`src/rtl/memory_cycle_lsu_if.sv`:
```
//------------------------------------------------------------------------------
// Module   : memory_cycle_lsu_if
// Purpose  : Data-memory req/ack bus between the memory-access stage and the
//            data memory.
// Signals  : dmem_req   - bus request, held until dmem_ack
//            dmem_we    - 1 = write, 0 = read
//            dmem_addr  - word-aligned byte address
//            dmem_wdata - lane-replicated store data
//            dmem_be    - byte enables
//            dmem_ack   - access complete, dmem_rdata valid
//            dmem_rdata - read word
// Revision : 1.0 - initial release
//------------------------------------------------------------------------------
`default_nettype none

interface memory_cycle_lsu_if;
  logic        dmem_req;
  logic        dmem_we;
  logic [31:0] dmem_addr;
  logic [31:0] dmem_wdata;
  logic [3:0]  dmem_be;
  logic        dmem_ack;
  logic [31:0] dmem_rdata;

  // Memory-stage side: issues requests.
  modport master (
    output dmem_req, dmem_we, dmem_addr, dmem_wdata, dmem_be,
    input  dmem_ack, dmem_rdata
  );

  // Memory side: answers requests.
  modport slave (
    input  dmem_req, dmem_we, dmem_addr, dmem_wdata, dmem_be,
    output dmem_ack, dmem_rdata
  );
endinterface

`default_nettype wire

```
`src/rtl/memory_cycle_lsu.sv`:
```
//------------------------------------------------------------------------------
// Module   : memory_cycle_lsu
// Purpose  : RV32I memory-access stage. Issues loads/stores on the req/ack
//            data bus, aligns and extends load data, stalls upstream while an
//            access is outstanding and registers results into the M/W
//            pipeline register.
// Ports    : clk, rst (async, active-low)
//            *M inputs    - instruction in the memory stage
//            stall_M      - combinational hold of the upstream pipeline
//            dmem         - data-memory bus (master side)
//            *W outputs   - registered results for writeback
//            misalign_err - one-cycle pulse, misaligned or illegal access
//            bus_err      - one-cycle pulse, ack timeout
// Revision : 1.0 - initial release
//------------------------------------------------------------------------------
`default_nettype none

module memory_cycle_lsu #(
  parameter int ACK_TIMEOUT = 64
) (
  input  wire         clk,
  input  wire         rst,
  input  wire         RegWriteM,
  input  wire         MemReadM,
  input  wire         MemWriteM,
  input  wire  [1:0]  ResultSrcM,
  input  wire  [4:0]  RD_M,
  input  wire  [2:0]  funct3M,
  input  wire  [31:0] ALU_ResultM,
  input  wire  [31:0] WriteDataM,
  input  wire  [31:0] PCPlus4M,
  output logic        stall_M,
  memory_cycle_lsu_if.master dmem,
  output logic        RegWriteW,
  output logic [1:0]  ResultSrcW,
  output logic [4:0]  RD_W,
  output logic [31:0] ALU_ResultW,
  output logic [31:0] ReadDataW,
  output logic [31:0] PCPlus4W,
  output logic        misalign_err,
  output logic        bus_err
);

  localparam int CNT_W = (ACK_TIMEOUT > 2) ? $clog2(ACK_TIMEOUT) : 1;
  localparam logic [CNT_W-1:0] CNT_LAST = CNT_W'(ACK_TIMEOUT - 1);

  typedef enum logic [0:0] {
    IDLE = 1'b0,
    BUSY = 1'b1
  } state_e;

  state_e state_q, state_d;
  logic [CNT_W-1:0] cnt_q, cnt_d;

  // Bus drivers
  logic        req_q, req_d;
  logic        we_q, we_d;
  logic [31:0] addr_q, addr_d;
  logic [31:0] wdata_q, wdata_d;
  logic [3:0]  be_q, be_d;

  // Copy of the instruction taken at issue, used at completion
  logic        h_regwrite_q, h_regwrite_d;
  logic        h_store_q, h_store_d;
  logic [1:0]  h_resultsrc_q, h_resultsrc_d;
  logic [4:0]  h_rd_q, h_rd_d;
  logic [2:0]  h_funct3_q, h_funct3_d;
  logic [31:0] h_alu_q, h_alu_d;
  logic [31:0] h_pc4_q, h_pc4_d;

  // M/W pipeline register
  logic        regwrite_w_q, regwrite_w_d;
  logic [1:0]  resultsrc_w_q, resultsrc_w_d;
  logic [4:0]  rd_w_q, rd_w_d;
  logic [31:0] alu_w_q, alu_w_d;
  logic [31:0] rdata_w_q, rdata_w_d;
  logic [31:0] pc4_w_q, pc4_w_d;
  logic        misalign_q, misalign_d;
  logic        buserr_q, buserr_d;

  logic        memop;
  logic        legal;
  logic        size_ok;
  logic        op_ok;
  logic [7:0]  lane_byte;
  logic [15:0] lane_half;
  logic [31:0] load_data;

  assign memop = MemReadM | MemWriteM;

  // Access legality: alignment by size, and funct3 allowed for the direction.
  always_comb begin
    size_ok = 1'b0;
    op_ok   = 1'b0;
    case (funct3M)
      3'b000, 3'b100: size_ok = 1'b1;
      3'b001, 3'b101: size_ok = ~ALU_ResultM[0];
      3'b010:         size_ok = (ALU_ResultM[1:0] == 2'b00);
      default:        size_ok = 1'b0;
    endcase
    if (MemWriteM) begin
      op_ok = (funct3M == 3'b000) || (funct3M == 3'b001) || (funct3M == 3'b010);
    end else begin
      op_ok = (funct3M == 3'b000) || (funct3M == 3'b001) || (funct3M == 3'b010) ||
              (funct3M == 3'b100) || (funct3M == 3'b101);
    end
    legal = size_ok & op_ok;
  end

  // Lane extraction of the returned word using the held address.
  always_comb begin
    lane_byte = 8'h00;
    load_data = 32'h0;
    case (h_alu_q[1:0])
      2'd0:    lane_byte = dmem.dmem_rdata[7:0];
      2'd1:    lane_byte = dmem.dmem_rdata[15:8];
      2'd2:    lane_byte = dmem.dmem_rdata[23:16];
      default: lane_byte = dmem.dmem_rdata[31:24];
    endcase
    lane_half = h_alu_q[1] ? dmem.dmem_rdata[31:16] : dmem.dmem_rdata[15:0];
    case (h_funct3_q)
      3'b000:  load_data = {{24{lane_byte[7]}}, lane_byte};
      3'b001:  load_data = {{16{lane_half[15]}}, lane_half};
      3'b010:  load_data = dmem.dmem_rdata;
      3'b100:  load_data = {24'h0, lane_byte};
      3'b101:  load_data = {16'h0, lane_half};
      default: load_data = 32'h0;
    endcase
  end

  always_comb begin
    state_d       = state_q;
    cnt_d         = cnt_q;
    req_d         = req_q;
    we_d          = we_q;
    addr_d        = addr_q;
    wdata_d       = wdata_q;
    be_d          = be_q;
    h_regwrite_d  = h_regwrite_q;
    h_store_d     = h_store_q;
    h_resultsrc_d = h_resultsrc_q;
    h_rd_d        = h_rd_q;
    h_funct3_d    = h_funct3_q;
    h_alu_d       = h_alu_q;
    h_pc4_d       = h_pc4_q;
    // Default W contents are a bubble
    regwrite_w_d  = 1'b0;
    resultsrc_w_d = 2'b00;
    rd_w_d        = 5'd0;
    alu_w_d       = 32'h0;
    rdata_w_d     = 32'h0;
    pc4_w_d       = 32'h0;
    misalign_d    = 1'b0;
    buserr_d      = 1'b0;
    stall_M       = 1'b0;

    unique case (state_q)
      IDLE: begin
        if (!memop) begin
          regwrite_w_d  = RegWriteM;
          resultsrc_w_d = ResultSrcM;
          rd_w_d        = RD_M;
          alu_w_d       = ALU_ResultM;
          pc4_w_d       = PCPlus4M;
        end else if (legal) begin
          stall_M       = 1'b1;
          req_d         = 1'b1;
          we_d          = MemWriteM;
          addr_d        = {ALU_ResultM[31:2], 2'b00};
          cnt_d         = '0;
          state_d       = BUSY;
          h_regwrite_d  = RegWriteM;
          h_store_d     = MemWriteM;
          h_resultsrc_d = ResultSrcM;
          h_rd_d        = RD_M;
          h_funct3_d    = funct3M;
          h_alu_d       = ALU_ResultM;
          h_pc4_d       = PCPlus4M;
          if (MemWriteM) begin
            case (funct3M[1:0])
              2'b00: begin
                be_d    = 4'b0001 << ALU_ResultM[1:0];
                wdata_d = {4{WriteDataM[7:0]}};
              end
              2'b01: begin
                be_d    = 4'b0011 << ALU_ResultM[1:0];
                wdata_d = {2{WriteDataM[15:0]}};
              end
              default: begin
                be_d    = 4'b1111;
                wdata_d = WriteDataM;
              end
            endcase
          end else begin
            be_d    = 4'b1111;
            wdata_d = 32'h0;
          end
        end else begin
          // Rejected access still retires, but must not write a register
          misalign_d    = 1'b1;
          resultsrc_w_d = ResultSrcM;
          rd_w_d        = RD_M;
          alu_w_d       = ALU_ResultM;
          pc4_w_d       = PCPlus4M;
        end
      end

      BUSY: begin
        stall_M = ~dmem.dmem_ack;
        // Ack is tested first so it wins over a coincident timeout
        if (dmem.dmem_ack) begin
          req_d         = 1'b0;
          state_d       = IDLE;
          regwrite_w_d  = h_regwrite_q;
          resultsrc_w_d = h_resultsrc_q;
          rd_w_d        = h_rd_q;
          alu_w_d       = h_alu_q;
          pc4_w_d       = h_pc4_q;
          rdata_w_d     = h_store_q ? 32'h0 : load_data;
        end else if (cnt_q == CNT_LAST) begin
          req_d         = 1'b0;
          state_d       = IDLE;
          buserr_d      = 1'b1;
          resultsrc_w_d = h_resultsrc_q;
          rd_w_d        = h_rd_q;
          alu_w_d       = h_alu_q;
          pc4_w_d       = h_pc4_q;
        end else begin
          cnt_d = cnt_q + CNT_W'(1);
        end
      end

      default: state_d = IDLE;
    endcase
  end

  always_ff @(posedge clk or negedge rst) begin
    if (!rst) begin
      state_q       <= IDLE;
      cnt_q         <= '0;
      req_q         <= 1'b0;
      we_q          <= 1'b0;
      addr_q        <= 32'h0;
      wdata_q       <= 32'h0;
      be_q          <= 4'h0;
      h_regwrite_q  <= 1'b0;
      h_store_q     <= 1'b0;
      h_resultsrc_q <= 2'b00;
      h_rd_q        <= 5'd0;
      h_funct3_q    <= 3'b000;
      h_alu_q       <= 32'h0;
      h_pc4_q       <= 32'h0;
      regwrite_w_q  <= 1'b0;
      resultsrc_w_q <= 2'b00;
      rd_w_q        <= 5'd0;
      alu_w_q       <= 32'h0;
      rdata_w_q     <= 32'h0;
      pc4_w_q       <= 32'h0;
      misalign_q    <= 1'b0;
      buserr_q      <= 1'b0;
    end else begin
      state_q       <= state_d;
      cnt_q         <= cnt_d;
      req_q         <= req_d;
      we_q          <= we_d;
      addr_q        <= addr_d;
      wdata_q       <= wdata_d;
      be_q          <= be_d;
      h_regwrite_q  <= h_regwrite_d;
      h_store_q     <= h_store_d;
      h_resultsrc_q <= h_resultsrc_d;
      h_rd_q        <= h_rd_d;
      h_funct3_q    <= h_funct3_d;
      h_alu_q       <= h_alu_d;
      h_pc4_q       <= h_pc4_d;
      regwrite_w_q  <= regwrite_w_d;
      resultsrc_w_q <= resultsrc_w_d;
      rd_w_q        <= rd_w_d;
      alu_w_q       <= alu_w_d;
      rdata_w_q     <= rdata_w_d;
      pc4_w_q       <= pc4_w_d;
      misalign_q    <= misalign_d;
      buserr_q      <= buserr_d;
    end
  end

  assign dmem.dmem_req   = req_q;
  assign dmem.dmem_we    = we_q;
  assign dmem.dmem_addr  = addr_q;
  assign dmem.dmem_wdata = wdata_q;
  assign dmem.dmem_be    = be_q;
  assign RegWriteW       = regwrite_w_q;
  assign ResultSrcW      = resultsrc_w_q;
  assign RD_W            = rd_w_q;
  assign ALU_ResultW     = alu_w_q;
  assign ReadDataW       = rdata_w_q;
  assign PCPlus4W        = pc4_w_q;
  assign misalign_err    = misalign_q;
  assign bus_err         = buserr_q;

endmodule

`default_nettype wire

```
`src/flat_wrapper.sv`:
```
// flat-port wrapper written by rule: the top's interface ports become plain ports
module memory_cycle_lsu_flat 
#(
  parameter int ACK_TIMEOUT = 64
)
  (clk, rst, RegWriteM, MemReadM, MemWriteM, ResultSrcM, RD_M, funct3M, ALU_ResultM, WriteDataM, PCPlus4M, stall_M, RegWriteW, ResultSrcW, RD_W, ALU_ResultW, ReadDataW, PCPlus4W, misalign_err, bus_err, dmem_dmem_req, dmem_dmem_we, dmem_dmem_addr, dmem_dmem_wdata, dmem_dmem_be, dmem_dmem_ack, dmem_dmem_rdata);
  memory_cycle_lsu_if dmem_i ();
  input  wire clk;
  input  wire rst;
  input  wire RegWriteM;
  input  wire MemReadM;
  input  wire MemWriteM;
  input  wire  [1:0] ResultSrcM;
  input  wire  [4:0] RD_M;
  input  wire  [2:0] funct3M;
  input  wire  [31:0] ALU_ResultM;
  input  wire  [31:0] WriteDataM;
  input  wire  [31:0] PCPlus4M;
  output logic stall_M;
  output logic RegWriteW;
  output logic [1:0] ResultSrcW;
  output logic [4:0] RD_W;
  output logic [31:0] ALU_ResultW;
  output logic [31:0] ReadDataW;
  output logic [31:0] PCPlus4W;
  output logic misalign_err;
  output logic bus_err;
  output wire logic [$bits(dmem_i.dmem_req)-1:0] dmem_dmem_req;
  output wire logic [$bits(dmem_i.dmem_we)-1:0] dmem_dmem_we;
  output wire logic [$bits(dmem_i.dmem_addr)-1:0] dmem_dmem_addr;
  output wire logic [$bits(dmem_i.dmem_wdata)-1:0] dmem_dmem_wdata;
  output wire logic [$bits(dmem_i.dmem_be)-1:0] dmem_dmem_be;
  input wire logic [$bits(dmem_i.dmem_ack)-1:0] dmem_dmem_ack;
  input wire logic [$bits(dmem_i.dmem_rdata)-1:0] dmem_dmem_rdata;
  assign dmem_dmem_req = dmem_i.dmem_req;
  assign dmem_dmem_we = dmem_i.dmem_we;
  assign dmem_dmem_addr = dmem_i.dmem_addr;
  assign dmem_dmem_wdata = dmem_i.dmem_wdata;
  assign dmem_dmem_be = dmem_i.dmem_be;
  assign dmem_i.dmem_ack = dmem_dmem_ack;
  assign dmem_i.dmem_rdata = dmem_dmem_rdata;
  memory_cycle_lsu #(.ACK_TIMEOUT(ACK_TIMEOUT)) u_core (.clk(clk), .rst(rst), .RegWriteM(RegWriteM), .MemReadM(MemReadM), .MemWriteM(MemWriteM), .ResultSrcM(ResultSrcM), .RD_M(RD_M), .funct3M(funct3M), .ALU_ResultM(ALU_ResultM), .WriteDataM(WriteDataM), .PCPlus4M(PCPlus4M), .stall_M(stall_M), .dmem(dmem_i), .RegWriteW(RegWriteW), .ResultSrcW(ResultSrcW), .RD_W(RD_W), .ALU_ResultW(ALU_ResultW), .ReadDataW(ReadDataW), .PCPlus4W(PCPlus4W), .misalign_err(misalign_err), .bus_err(bus_err));
endmodule
```
`config.mk`:
```
export PLATFORM = sky130hd
export DESIGN_NAME = memory_cycle_lsu_flat
export DESIGN_NICKNAME = d
export VERILOG_FILES = /design/src/rtl/memory_cycle_lsu_if.sv /design/src/rtl/memory_cycle_lsu.sv /design/src/flat_wrapper.sv
export SDC_FILE = /design/constraint.sdc
export NUM_CORES = 1
export LEC_CHECK = 0
export ABC_AREA = 1
export CORE_MARGIN = 5
export CORE_UTILIZATION = 51
export CTS_CLUSTER_SIZE = 28
export DETAILED_ROUTE_END_ITERATION = 16
export GPL_TIMING_DRIVEN = 0
export PLACE_DENSITY_LB_ADDON = 0.25
export SLEW_MARGIN = 0
export SYNTH_ARGS = -nofsm -noshare
export SYNTH_HDL_FRONTEND = slang
export SYNTH_SLANG_ARGS = --single-unit
```
`constraint.sdc`:
```
create_clock -name clk -period 2 [get_ports clk]
set_input_delay 0.4 -clock clk [delete_from_list [all_inputs] [get_ports clk]]
set_output_delay 0.4 -clock clk [all_outputs]
set_load 0.01 [all_outputs]
```
* Yosys cells after proc, flatten, opt, wreduce, memory -nomap -nowiden
Cells that the tools add are included.
** Operators by class
- Add/subtract/negate cells :: 1
- Equality and inequality tests :: 17
- Shift operators :: 2
- Muxes and demuxes :: 57
- Bitwise gates (word level) :: 5
- Reductions and logical operators :: 14
** Operator list (number)
- $mux W32 :: 12
- $pmux W32 S2 :: 3
- $pmux W32 S5 :: 1
- $mux W6 :: 4
- $pmux W8 S3 :: 1
- $mux W5 :: 4
- $mux W1 :: 17
- $mux W16 :: 1
- $eq A3 B3 Y1 const B :: 4
- $pmux W6 S2 :: 1
- $pmux W5 S2 :: 1
- $mux W2 :: 4
- $pmux W1 S2 :: 4
- $pmux W4 S2 :: 1
- $add A6 B1 Y6 const B :: 1
- $eq A3 B1 Y1 const B :: 2
- $eq A3 B2 Y1 const B :: 2
- $eq A6 B6 Y1 const B :: 1
- $logic_not A2 Y1 :: 3
- $logic_not A3 Y1 :: 2
- $reduce_and A3 Y1 :: 2
- $eq A2 B1 Y1 const B :: 2
- $logic_or A1 B1 Y1 :: 4
- $mux W4 :: 1
- other kinds (13) :: 18
** Storage, ports and cells
- Flip-flop bits (word level) :: 256
- Bits of input ports :: 144
- Output and inout port bits :: 177
- Logic and storage cells :: 117

* Depth between registers and ports, before layout
- Word-level depth :: 10
- Gate-level depth with buffers :: 10
- Mapped depth without buffers :: 8

* Least setup slack after synthesis
OpenSTA, ideal clock, no wires.
- Path type :: input-to-output
- Start :: input funct3M[1]
- End :: output stall_M
- Data arrival time :: 1.281 ns
- Data required time :: 1.600 ns
- Setup slack :: 0.319 ns
- Stages on the path :: 8
- Buffers on the path :: 3
- Cells stage by stage :: buf_6 > nor2_4 > inv_2 > nand2_2 > nand3_4 > buf_6 > buf_2 > nand2_1
** Between the ends
- Cells in the longest elaborated chain, start to end :: 10
- Elaborated cells on any way between the ends :: 17
- Those cells by class :: eq/ne: 4; mux: 5; bitwise: 1; reduce/logical: 7
** RTL lines
- from (decl) :: line flat_wrapper.sv:15 : input wire [2:0] funct3M;
- $eq A3 B1 Y1 / $logic_not A3 Y1 (equally long branches) :: line memory_cycle_lsu.sv:95, memory_cycle_lsu.sv:102, memory_cycle_lsu.sv:104
- $logic_or A1 B1 Y1 (2 in series) :: line memory_cycle_lsu.sv:102, memory_cycle_lsu.sv:104
- $logic_or A1 B1 Y1 :: line memory_cycle_lsu.sv:104 : op_ok = (funct3M == 3'b000) || (funct3M == 3'b001) || (funct3M == 3'b010) ||
- $logic_or A1 B1 Y1 :: line memory_cycle_lsu.sv:105 : (funct3M == 3'b100) || (funct3M == 3'b101);
- $mux W1 :: line memory_cycle_lsu.sv:101 : if (MemWriteM) begin
- $and A1 B1 Y1 (*) :: line memory_cycle_lsu.sv:107 : legal = size_ok & op_ok;
- $mux W1 (*) :: line memory_cycle_lsu.sv:165 : end else if (legal) begin
- $mux W1 (*) :: line memory_cycle_lsu.sv:159 : if (!memop) begin
- $pmux W1 S2 (*) :: line memory_cycle_lsu.sv:157 : unique case (state_q)
- to (decl) :: line flat_wrapper.sv:19 : output logic stall_M;
Mark *: on every way between the ends. The rest lies on a longest branch, timed or not.

==> run_results.csv <==
group,metric,value,unit
die,io_pins,321,
final_layout,drive_gt1_frac,0.106,
hold_path,hp-start,"funct3M[1]",
logic_synthesis,synth_mux_area_frac,0,
logic_synthesis,yosysTopAreaCell,"dfrtp_1",
route,via_per_inst,5.15,
logic_synthesis,synthDistinctLibCells,27,
place,dp_hpwl,24000,microns
place,portBuffers,317,
run_status,status,"completed",
sta,max_slew_margin,0.477,
logic_synthesis,synth_warnings,0,
final_layout,stdcell_count,2000,
route,drc_errors,0,
global_route,antenna_found_initial,3,
worst_setup_path,cp-start-kind,"register",
die,die_height,155,microns
global_route,grt_max_degree,121,
sta,finalSetupViolCount,0,
logic_synthesis,synth_edf_count,0,
die,die_width,155,microns
global_route,overflow,0,
worst_setup_path,end_kind,"primary output",
worst_setup_path,path_max_fanout,3,
worst_setup_path,r2r_start,"u_core.state_q",
clock_network,numClockSinks,226,
place,dp_cells,1947,
final_layout,final_core_util,0.724,
sta,drv_slew,0,
logic_synthesis,synth_xor_area_frac,0.000815,
clock_network,clock_latency,0.52,ns
logic_synthesis,synth_seq_area_share,0.526,
sta,hold_violations,0,
clock_network,cts.clk_slew.worst_paths,0.06,ns
route,vias,10300,
route,finalWirelength,33600,microns
logic_synthesis,synth_fa_ha_area_frac,0.00116,
logic_synthesis,synth_top_area_frac,0.526,
sta,clock_skew,0.00673,ns
sta,fmax,0.512,GHz
route,first_pass_iters,7,
final_layout,syn2layout_area_growth,40.8,%
global_route,grt_pass1_wl,52900,microns
logic_synthesis,synth-simple-area-share,0.273,
hold_path,hold_class,"input port to register",
final_layout,nets,1853,
clock_network,cts_tree,"done",
worst_setup_path,setup.worst_path.start,"u_core.h_alu_q[3]",
die,coreArea,20900,sq um
power,p_per_area,1000,nW/um^2
worst_setup_path,critPathKind,"register to primary output",
logic_synthesis,synth.avg_cell_area,7.94,sq um
flow_run,cap_violations,0,
logic_synthesis,async_flop_share,1.00,
sta,period_share,0.976,
worst_setup_path,worstPathRequired,1.60,ns
logic_synthesis,synthFlopType,"dfrtp_1",
sta,holdWs,0.249,ns
die,num_rows,53,
worst_setup_path,cp.arrival,1.55,ns
power,fin_total_pwr,0.0152,W
logic_synthesis,synth_top_family_by_area,"simple AND/OR/NAND/NOR gates",
sta,worst_slew_pin_slew,0.784,ns
sta,fin_crit,1.95,ns
logic_synthesis,synth_seq_cells,226,
logic_synthesis,synth_compound_area_frac,0.0861,
die,start_util,0.514,
die,die_area,24100,sq um
power,irDropWorstVdd,0.858,mV
clock_network,clk_path_buf_depth,3,
power,p_leak,7.67,nW
logic_synthesis,yosys-top-cells-count,"nand2_1 (427), dfrtp_1 (226), inv_1 (137), nor2_1 (133), nand3_1 (120)",
clock_network,cts_root_buf,"clkbuf_16",
clock_network,cts_made_buffers,24,
logic_synthesis,syn_inst,1353,
route,wl_per_cell,16.8,microns
logic_synthesis,netlist_area,10700,sq um
route,detail-route-antenna-nets,0,
clock_network,htreeDepth,1,
worst_setup_path,r2r_slack,0.13,ns
route,drt_iter0_drc,779,
global_route,grt_pass1_vias,9910,
logic_synthesis,yosysMostFrequentCell,"nand2_1",
place,gp_congestion,0.900,
global_route,grt_usage,0.271,
sta,rsz0062_at_grt,"no",
logic_synthesis,synthTopCellsByArea,"dfrtp_1 (53%), nand2_1 (15%), nand3_1 (5.6%)",
-- area by class of cell --
cell class,instances,area [sq um]
clock inverter,3,26.3
sequential,226,5660
buffer,108,684
tap,275,344
timing repair buffer,329,3290
clock buffer,38,713
multi-input combinational,879,3890
antenna,2,5.00
inverter,140,526
fill,1657,5760
-- sequential cells by signal, summed over array words and instances (netlist names), 2 cells and up --
name,cells
u_core.ALU_ResultW,32
u_core.PCPlus4W,32
u_core.RD_W,5
u_core.ReadDataW,32
u_core.ResultSrcW,2
u_core.cnt_q,6
u_core.dmem.dmem_be,4
u_core.dmem.dmem_wdata,32
u_core.h_alu_q,31
u_core.h_funct3_q,3
u_core.h_pc4_q,32
u_core.h_rd_q,5
u_core.h_resultsrc_q,2
-- critical path: stages (launching register included) --
cell and delay, ns:
dfrtp_1 0.39, buf_4 0.12, clkdlybuf4s50_1 0.52
-- what timing repair did --
item	CTS	global route
hold buffers	1	0
hold endpoints to repair	106	0
pin swaps	2	0
gates resized for setup	12	4
endpoints found under the setup margin	1	13
buffers inserted	4	6
-- power breakdown --
part           leakage, nW  internal [W]  switching [W]
clock network        0.363       0.00243        0.00176
registers             2.89       0.00548       0.000531
logic                 4.41       0.00242        0.00257
total                 7.67        0.0103        0.00486
-- final timing paths --
path / endpoint / cells after the start
setup / recovery: dmem_dmem_addr[3] / 2
setup reg to reg: u_core.PCPlus4W[11] / 5
hold / removal: u_core.dmem.dmem_be[0] / 3
hold reg to reg: u_core.dmem.dmem_req / 2
max in group asynchronous: u_core.h_pc4_q[9] / 3
min in group asynchronous: u_core.ReadDataW[20] / 2
-- cell usage in the layout, fill, tap and decap left out, types with 4 or more instances in the layout --
cell type	count
buf_4	43
a21oi_1	46
clkbuf_8	6
inv_2	4
dfrtp_1	226
clkbuf_16	24
o21ai_2	31
nor2_1	132
dlygate4sd2_1	4
buf_6	13
nand2_1	427
nand2_2	4
o21ai_1	43
o21ai_0	40
nor2_2	5
or2_2	10
clkdlybuf4s50_1	309
buf_2	33
nand3_1	120
inv_1	136
clkbuf_1	34
nand4_1	10
-- kinds of logic (layout without fill, tap and decap cells) --
| logic type | Yosys count | after routing |
|---|---|---|
| simple gates | 714 | 714 |
| buf+inv | 249 | 618 |
| flops | 226 | 226 |
| compound gates | 161 | 161 |
| fa+ha+maj | 1 | 1 |
| other cells | 1 | 4 |
| xor+xnor | 1 | 1 |
-- through the flow --
step | cell area (sq um) | setup TNS [ns] | worst slack, ns
after global routing | 15100 | 0 | 0.00262
after floorplan | 10700 | 0 | 0.319
after global placement | 14300 | -2052.75 | -9.01
after CTS | 15100 | 0 | 0.0131
final | 15100 | 0 | 0.0477
after detailed placement | 14300 | -21.04 | -0.892
-- per-layer routing --
| metal | global-route usage | routed length (microns) | part of all wire |
|---|---|---|---|
| met3 | 0.0437 | 2720 | 0.081 |
| met4 | 0.0896 | 987 | 0.029 |
| met2 | 0.443 | 16300 | 0.48 |
| met1 | 0.373 | 13700 | 0.41 |
| met5 | 0 | 7 | 0.00021 |
Note: power is estimated with default switching activity, not from simulation.
